==> src/rtl/muldiv_pkg.sv <==
// Shared encodings and latched-operation control for the multiply/divide unit.
package muldiv_pkg;

   typedef enum logic [1:0] {
      OP_MULT  = 2'b00,
      OP_MULTU = 2'b01,
      OP_DIV   = 2'b10,
      OP_DIVU  = 2'b11
   } op_e;

   typedef enum logic [1:0] {
      S_IDLE = 2'b00,
      S_RUN  = 2'b01,
      S_FIN  = 2'b10
   } state_e;

   // Per-operation flags captured at start and consumed in FIN.
   typedef struct packed {
      logic is_div;
      logic neg_q;   // negate product (mul) or quotient (div)
      logic neg_r;   // negate remainder: dividend was negative
      logic div0;    // divisor was zero
   } ctrl_t;

endpackage

==> src/rtl/muldiv_step.sv <==
// One iteration of the shared datapath: shift-add multiply or restoring divide.
module muldiv_step
   import muldiv_pkg::*;
#(
   parameter int WIDTH = 32
) (
   input  logic [WIDTH:0]   acc,
   input  logic [WIDTH-1:0] q,
   input  logic [WIDTH-1:0] d,
   input  logic             is_div,
   output logic [WIDTH:0]   acc_nxt,
   output logic [WIDTH-1:0] q_nxt
);

   logic [WIDTH:0] sum;
   logic [WIDTH:0] sh;
   logic [WIDTH:0] diff;

   always_comb begin
      sum     = q[0] ? acc + {1'b0, d} : acc;
      sh      = {acc[WIDTH-1:0], q[WIDTH-1]};
      diff    = sh - {1'b0, d};
      acc_nxt = {1'b0, sum[WIDTH:1]};
      q_nxt   = {sum[0], q[WIDTH-1:1]};
      if (is_div) begin
         // acc < d holds between steps, so bit WIDTH of diff is a true borrow
         if (!diff[WIDTH]) begin
            acc_nxt = diff;
            q_nxt   = {q[WIDTH-2:0], 1'b1};
         end else begin
            acc_nxt = sh;
            q_nxt   = {q[WIDTH-2:0], 1'b0};
         end
      end
   end

endmodule

==> src/rtl/muldiv_unit.sv <==
// Multi-cycle MULT/MULTU/DIV/DIVU engine owning the architectural HI/LO registers.
module muldiv_unit
   import muldiv_pkg::*;
#(
   parameter int WIDTH = 32
) (
   input  logic             clk,
   input  logic             rst,
   input  logic             start,
   input  logic [1:0]       op,
   input  logic [WIDTH-1:0] busA,
   input  logic [WIDTH-1:0] busB,
   input  logic             hilo_wr,
   input  logic             hilo_sel,
   output logic             busy,
   output logic             done,
   output logic [WIDTH-1:0] hi,
   output logic [WIDTH-1:0] lo
);

   localparam int CW = $clog2(WIDTH);

   state_e               state, state_nxt;
   logic [CW-1:0]        cnt;
   logic [WIDTH:0]       acc, acc_nxt;
   logic [WIDTH-1:0]     q, q_nxt, d;
   ctrl_t                ctrl;
   logic [WIDTH-1:0]     hi_q, lo_q, res_hi, res_lo;
   logic                 sgn, a_neg, b_neg;
   logic [WIDTH-1:0]     a_abs, b_abs;
   logic [2*WIDTH-1:0]   prod;

   always_comb begin
      sgn   = (op == OP_MULT) || (op == OP_DIV);
      a_neg = sgn & busA[WIDTH-1];
      b_neg = sgn & busB[WIDTH-1];
      a_abs = a_neg ? -busA : busA;
      b_abs = b_neg ? -busB : busB;
   end

   muldiv_step #(.WIDTH(WIDTH)) u_step (
      .acc     (acc),
      .q       (q),
      .d       (d),
      .is_div  (ctrl.is_div),
      .acc_nxt (acc_nxt),
      .q_nxt   (q_nxt)
   );

   always_ff @(posedge clk) begin
      if (rst) state <= S_IDLE;
      else     state <= state_nxt;
   end

   always_comb begin
      state_nxt = state;
      case (state)
         S_IDLE:  if (start) state_nxt = S_RUN;
         S_RUN:   if (cnt == '0) state_nxt = S_FIN;
         S_FIN:   state_nxt = S_IDLE;
         default: state_nxt = S_IDLE;
      endcase
   end

   always_comb begin
      busy = (state != S_IDLE);
      done = (state == S_FIN);
   end

   // Sign correction; div-by-zero remainder comes out as |busA| and is re-signed here too
   always_comb begin
      prod   = {acc[WIDTH-1:0], q};
      res_hi = ctrl.neg_q ? prod_neg(prod, 1'b1) : prod[2*WIDTH-1:WIDTH];
      res_lo = ctrl.neg_q ? prod_neg(prod, 1'b0) : prod[WIDTH-1:0];
      if (ctrl.is_div) begin
         res_lo = ctrl.div0 ? '1 : (ctrl.neg_q ? -q : q);
         res_hi = ctrl.neg_r ? -acc[WIDTH-1:0] : acc[WIDTH-1:0];
      end
   end

   function automatic logic [WIDTH-1:0] prod_neg(input logic [2*WIDTH-1:0] p, input logic upper);
      logic [2*WIDTH-1:0] n;
      n = -p;
      return upper ? n[2*WIDTH-1:WIDTH] : n[WIDTH-1:0];
   endfunction

   // The result is visible during FIN so it lines up with the done pulse.
   assign hi = (state == S_FIN) ? res_hi : hi_q;
   assign lo = (state == S_FIN) ? res_lo : lo_q;

   always_ff @(posedge clk) begin
      if (rst) begin
         cnt  <= '0;
         acc  <= '0;
         q    <= '0;
         d    <= '0;
         ctrl <= '0;
         hi_q <= '0;
         lo_q <= '0;
      end else begin
         case (state)
            S_IDLE: begin
               if (start) begin
                  acc         <= '0;
                  q           <= a_abs;
                  d           <= b_abs;
                  cnt         <= CW'(WIDTH - 1);
                  ctrl.is_div <= op[1];
                  ctrl.neg_q  <= a_neg ^ b_neg;
                  ctrl.neg_r  <= op[1] & a_neg;
                  ctrl.div0   <= op[1] & (busB == '0);
               end else if (hilo_wr) begin
                  if (hilo_sel) hi_q <= busA;
                  else          lo_q <= busA;
               end
            end
            S_RUN: begin
               acc <= acc_nxt;
               q   <= q_nxt;
               cnt <= cnt - 1'b1;
            end
            S_FIN: begin
               hi_q <= res_hi;
               lo_q <= res_lo;
            end
            default: ;
         endcase
      end
   end

endmodule

==> config.mk <==
export PLATFORM = sky130hd
export DESIGN_NAME = muldiv_unit
export DESIGN_NICKNAME = d
export VERILOG_FILES = /design/src/rtl/muldiv_pkg.sv /design/src/rtl/muldiv_step.sv /design/src/rtl/muldiv_unit.sv
export SDC_FILE = /design/constraint.sdc
export NUM_CORES = 1
export LEC_CHECK = 0
export BUFFER_PORTS_ARGS = -buffer_cell sky130_fd_sc_hd__buf_2
export CAP_MARGIN = 20
export CORE_MARGIN = 5
export CORE_UTILIZATION = 55
export DETAILED_ROUTE_END_ITERATION = 10
export PLACE_DENSITY = 0.75
export SLEW_MARGIN = 40
export SYNTH_ARGS = -nofsm -noshare
export SYNTH_HDL_FRONTEND = slang
export SYNTH_HIERARCHICAL = 1
export SYNTH_SLANG_ARGS = --single-unit
==> constraint.sdc <==
create_clock -name clk -period 9 [get_ports clk]
set_input_delay 0.9 -clock clk [delete_from_list [all_inputs] [get_ports clk]]
set_output_delay 0.9 -clock clk [all_outputs]
set_load 0.05 [all_outputs]
==> results of run 1 <==
-- stage by stage --
stage | setup WS, ps | area, µm² | hold slack, ps | instances
final | 3560 | 16800 | 460 | 2517
after global routing | 3310 | 16800 | 473 | 2516
after CTS | 3760 | 16700 | 457 | 2516
after detailed placement | 3820 | 16200 | 444 | 2485
after global placement | 4010 | 16200 | 435 | 2485
after floorplan | 4690 | 15300 | 425 | 2077
-- final cells by class --
cell class                      count  area [µm²]  share of cell area, %
Antenna cell                        1        2.50                 0.0149
Timing Repair Buffer              162         876                   5.23
Clock inverter                     14         148                  0.881
Tap cell                          378         473                   2.82
Sequential cell                   172        3450                   20.6
Inverter                           71         268                   1.60
Clock buffer                       17         425                   2.54
Multi-Input combinational cell   1702       11100                   66.4
-- critical path, cell delays in order, from the launching register on --
cell	delay [ps]
dfxtp_1	460
inv_1	160
ha_1	260
fa_1	440
nand2b_1	180
a21oi_1	290
a21oi_2	150
o31ai_1	480
a31oi_1	240
a31oi_1	200
or2_1	160
a21oi_1	70
o21ai_0	180
ha_1	150
buf_4	410
inv_1	430
nor2_1	480
nand4_1	130
and4bb_1	220
a22o_1	200
-- synthesized netlist by cell type (13+ instances only) --
master    count  share of area (%)
o41ai_1      15               0.86
nand4_1      15               0.61
o21ai_0     122                4.0
mux2_2       32                2.4
o22ai_1      16               0.65
nand3_1      67                2.2
a31oi_1      29                1.2
a21oi_1     192                6.3
or2_2        15               0.61
nor2_1      198                4.9
o211ai_1     26                1.3
inv_1        71                1.7
nor3_1       46                1.5
nand2b_1     24               0.98
xor2_1       66                3.8
ha_1         71                5.8
a211oi_1     55                2.7
and3_1       13               0.53
xnor2_1      78                4.5
nor4_1       30                1.2
o31ai_1      27                1.3
nor2b_1      16               0.65
o21ai_1      13               0.42
a22oi_1      26                1.3
mux2i_1      32                2.1
or3_1        21               0.86
o21a_1       36                1.8
a22o_1       34                1.9
clkbuf_1    110                2.7
dfxtp_1     172                 22
nand2_1     190                4.7
or4_1        24                1.2
a21o_1       29                1.4
-- layer usage --
metal	wire (µm)	GRT usage [%]
met5	0	0
met4	1920	11.2
met3	6360	6.71
met2	24400	52.7
met1	25400	53.2
-- power breakdown --
group	internal, µW	switching (µW)
registers	827	99.8
logic	413	807
clock network	370	386
total	1610	1290
-- state kept, by name, indices dropped and copies added (netlist names) --
name / cells
q: 32
hi_q: 32
d: 32
cnt: 5
lo_q: 32
ctrl: 4
acc: 33
state: 2
-- cells by family (layout without fill, tap and decap cells) --
group	count (synthesis)	after routing	share of synthesized area, %
adders and majority gates	73	73	6.06
xor gates and xnor gates	144	144	8.24
DFF	172	172	22.5
muxes	64	64	4.44
other	0	1	0
and+or+nand+nor	704	704	22.4
AOI/OAI and AO/OA	717	717	31.1
buffers and inverters	203	264	5.23
-- worst paths after layout --
path | endpoint | slack, ps | cells past startpoint
hold reg to reg | lo_q[9] | 460 | 2
setup / recovery | acc[31] | 3560 | 19
hold / removal | lo_q[9] | 460 | 2
setup reg to reg | acc[31] | 3560 | 19
-- layout by cell type, fill, tap and decap left out, types with 21 or more instances in the layout --
cell type    n
nor4_1      29
mux2_2      32
ha_1        71
buf_2      136
a211oi_1    55
or3_1       21
inv_1       70
nand2b_1    22
xnor2_1     78
a22oi_1     26
mux2i_1     32
a31oi_1     29
o31ai_1     27
o21a_1      36
a22o_1      34
a21o_1      29
a21oi_1    191
nand2_1    190
buf_4       26
xor2_1      66
or4_1       24
nor3_1      46
o211ai_1    26
dfxtp_1    171
nand3_1     67
nor2_1     193
o21ai_0    122
==> out/metrics.cfg, run 1 <==
[global_routing]
grt_max_degree=68
grt-ovfl-total=0
grt_pass1_wl_mm=89.3
grt_antenna_before_repair=0
grtUsageTotal_pct=35.9
grt_pass1_vias=15300

[layout]
n_fill_cell=2678
post_route_cells_drive_above_1_share_pct=13.2
final_nets=2270
area_growth_pct=9.45
fin_util_pct=60.7

[place]
place.detailed.hpwl_mm=43.2
io_buffers=136
gp_congestion=0.983

[logic_synthesis]
synth_top_flop_cell=dfxtp_1
ys_seq_area_share_pct=22.5
synth.distinct_cells=97
ys_warn_count=6
synth_area_per_cell_um2=7.37
async_flop_share_pct=0
synth_edf_count=0
syn-num-nets=2221
syn_area_mm2=0.0153
synthCells=2077
synth-seq-cells=172

[pwr]
p_leak_uw=0.00683
p_per_area_mw_per_mm2=173
power_uw=2900
ir_worst_vdd_mv=0.108

[clock_network]
cts_buffers=17
clock_sinks=172
h-tree-depth=4
cts_setup_buffers=0
cts_resized=0
root_buffer=clkbuf_16
clk_path_buf_depth=2
clock_latency_ps=450
clk_pin_slew_ps=90
cts_tree=done
ctsHoldBuffers=0

[route]
ant_nets=0
totalWireLength_mm=58.1
drt-wirelength-per-cell_um=23.1
dr.pass1.iters=8
vias=17200
via_per_inst=6.82
drt_iter0_markers=2381
drc_errors=0

[die]
start_util_pct=55.4
io_pins=137
die_h_um=177
die-width_um=177
rows=61
fp.dieArea_mm2=0.0313
coreArea_mm2=0.0276

[sta]
hold_viol=0
fmax_mhz=184
fin_skew_ps=24.3
setup_viol=0
relSlewSlack_pct=42.1
finalCritPeriodShare_pct=60.5
tightestPinTransition_ps=867
rsz0062_at_grt=false
fin_tns_setup_ps=0
slew_viol_final=0
fin_crit_ps=5440

[setup_path]
worstSetupStartpointType=register
critical_path_arrival_ps=5770
critPathMaxFanout=36
setup.worst_path.start=q[31]
worst_ep_required_time_ps=9330
end_kind=register
worstSetupPathType=register to register
r2r-start=q[31]

[hold_path]
hp-class=register to register
hp-start=lo_q[9]

[outcome]
status=complete, no violations

[flow_run]
cap_violations=0

Note: power is estimated with default switching activity, not from simulation.
==> run 2, diff against run 1 <==
- clock period: 9 -> 5.2 ns (I/O delays scaled with it)
==> run 2 against run 1 <==
  * Count of clock-buffer cells in the layout grew 1
  * Worst setup slack got worse by 3200 ps
  * Critical path depth unchanged
  * Non-clock buffer count rose by 5
  * Wire length is 2.0% lower
  * First-iteration DRC count increased by 10%
  * Final cell count rose by 0.28%
  * Design area increased by 0.55%
  * Sequential cell count is the same
  * Utilization grew 0.33 points
  * Global-route usage is 0.93 points lower
  * Critical endpoint is now acc[28]
==> out/metrics.cfg, run 2 (synthesized netlist as in run 1, its figures left out) <==
[pwr]
p_leak_uw=0.00688  ; +0.77%
power_uw=5110  ; +76%
p_per_area_mw_per_mm2=303  ; +75%
ir_worst_vdd_mv=0.211  ; +95%

[setup_path]
r2r_setup_slack_ps=350  ; -3200 ps
crit_buf_inv=2  ; -1
r2r-start=q[31]
cp_top_family=compound AO/OA/AOI/OAI gates
critical_path_arrival_ps=5170  ; -600 ps
worst_ep_required_time_ps=5520  ; -3810 ps
r2r-end=acc[28]
cpMaxStageDelayCell=inv_1
crit_chain=inv_1 -> ha_1 -> fa_1 -> nand2b_1 -> a21oi_1 -> a21oi_2 -> o31ai_1 -> a31oi_1 -> a31oi_1 -> or2_1 -> a21oi_1 -> o21ai_0 -> ha_1 -> inv_1 -> or4_1 -> o311ai_0 -> o31ai_1 -> nand3_1 -> a22o_1
critPathMaxFanout=17  ; -53%
cpPeakStageDelay_ps=480  ; about the same
worstSetupStartpointType=register
end_kind=register
worstSetupPathType=register to register
rr_worst_depth=19  ; unchanged

[sta]
tightestPinTransition_ps=885  ; +18.1 ps
fmax_mhz=206  ; +12%
setup_viol=0  ; unchanged
fin_tns_setup_ps=0  ; unchanged
slew_viol_final=0  ; unchanged
fin_crit_ps=4850  ; -595 ps
rsz0062_at_grt=false
finalCritPeriodShare_pct=93.2  ; +33 points
relSlewSlack_pct=40.9  ; -1.2 points
hold_viol=0  ; unchanged
fin_skew_ps=25.6  ; +1.36 ps

[outcome]
status=complete, no violations

[layout]
final_cell_area_mm2=0.0169  ; +0.55%
largest_register=acc
final_nets=2275  ; +0.22%
stdcell_count=2524  ; +0.28%
post_route_cells_drive_above_1_share_pct=13.5  ; +0.24 points
area_growth_pct=10.0
largest_register_ffs=33  ; unchanged
layout_commonest_cell=nor2_1
final_cell_mix=194 x nor2_1, 191 x a21oi_1, 190 x nand2_1, 171 x dfxtp_1, 136 x buf_2

[die]
fp.dieArea_mm2=0.0313  ; unchanged
start_util_pct=55.4  ; unchanged
die_h_um=177  ; unchanged
die-width_um=177  ; unchanged
coreArea_mm2=0.0276  ; unchanged
rows=61  ; unchanged
io_pins=137  ; unchanged

[place]
io_buffers=136  ; unchanged
postPlaceCellArea_mm2=0.0162  ; +0.25%
placed_cells=2490  ; +0.20%
place.detailed.hpwl_mm=42.0  ; -2.6%
gp_congestion=0.995  ; +1.3%

[clock_network]
clk_pin_slew_ps=80  ; about the same
h-tree-depth=4  ; unchanged
clock_latency_ps=440  ; about the same
root_buffer=clkbuf_16
cts_resized=0  ; unchanged
cts_buffers=17  ; unchanged
clock_sinks=172  ; unchanged
clk_path_buf_depth=2  ; unchanged
cts_tree=done
cts_setup_buffers=0  ; unchanged
ctsHoldBuffers=0  ; unchanged

[flow_run]
cap_violations=0  ; unchanged

[route]
drt-wirelength-per-cell_um=22.5  ; -2.3%
vias=17000  ; -1.0%
ant_nets=0  ; unchanged
totalWireLength_mm=56.9  ; -2.0%
drc_errors=0  ; unchanged
dr.pass1.iters=9  ; +1
via_per_inst=6.74  ; -1.3%
drt_iter0_markers=2626  ; +10%

[hold_path]
hp-start=op[1]
worstHoldEndpoint=ctrl[3]
min_path_cells=3  ; +1
hp-class=input port to register

[global_routing]
grt_max_degree=65  ; -4.4%
grtUsageTotal_pct=35.0  ; -0.93 points
grt_pass1_wl_mm=87.5  ; -2.0%
grt_antenna_before_repair=2  ; +2
grt-ovfl-total=0  ; unchanged
grt_pass1_vias=15200  ; -0.059%

## run 2: cell type report
type | count | area [µm²]
diodes | 2 | 5.00
clock buffers | 18 | 429
clock inverters | 14 | 189
fillers | 2620 | 10800
inverters | 71 | 268
multi-input cells | 1702 | 11100
flip-flops and latches | 172 | 3450
well taps | 378 | 473
repair buffers | 167 | 913
## run 2: worst max-delay path by stage
stage | from | endpoint | slack (ps) | depth (start not counted)
2_1_floorplan | q[31] | acc[15] | 1180 | 20
3_5_place_dp | q[31] | acc[28] | 590 | 19
5_1_grt | q[31] | acc[28] | 130 | 19
3_3_place_gp | q[31] | acc[28] | 720 | 19
4_1_cts | q[31] | acc[28] | 440 | 19
6_report | q[31] | acc[28] | 350 | 19
## run 2: tightest hold or removal path, delay by kind of cell
kind / cells / cell delay [ps]
buffers and inverters: 1 / 120
AND/OR/NAND/NOR: 1 / 60
AO/OA/AOI/OAI: 1 / 50
## run 2: power by group
group	total, µW	switching, µW	internal (µW)	leakage, µW
combinational	2110	1380	722	0.00517
clock	1390	684	701	0.000300
sequential	1620	184	1430	0.00141
total	5110	2250	2850	0.00688
## run 2: metal layers
layer / part of all wire [%] / routed length, µm / track usage, %
met2: 42 / 23800 / 50.6
met3: 12 / 7070 / 7.63
met5: 0 / 0 / 0
met4: 3.0 / 1710 / 11.7
met1: 43 / 24300 / 51.5
## run 2: stage by stage
stage,hold WS (ps),util [%],setup WS (ps)
floorplan,425,-,1180
global placement,434,58.7,720
detailed placement,443,58.7,586
CTS,345,60.9,444
global route,380,61.0,129
finish,351,61.0,351
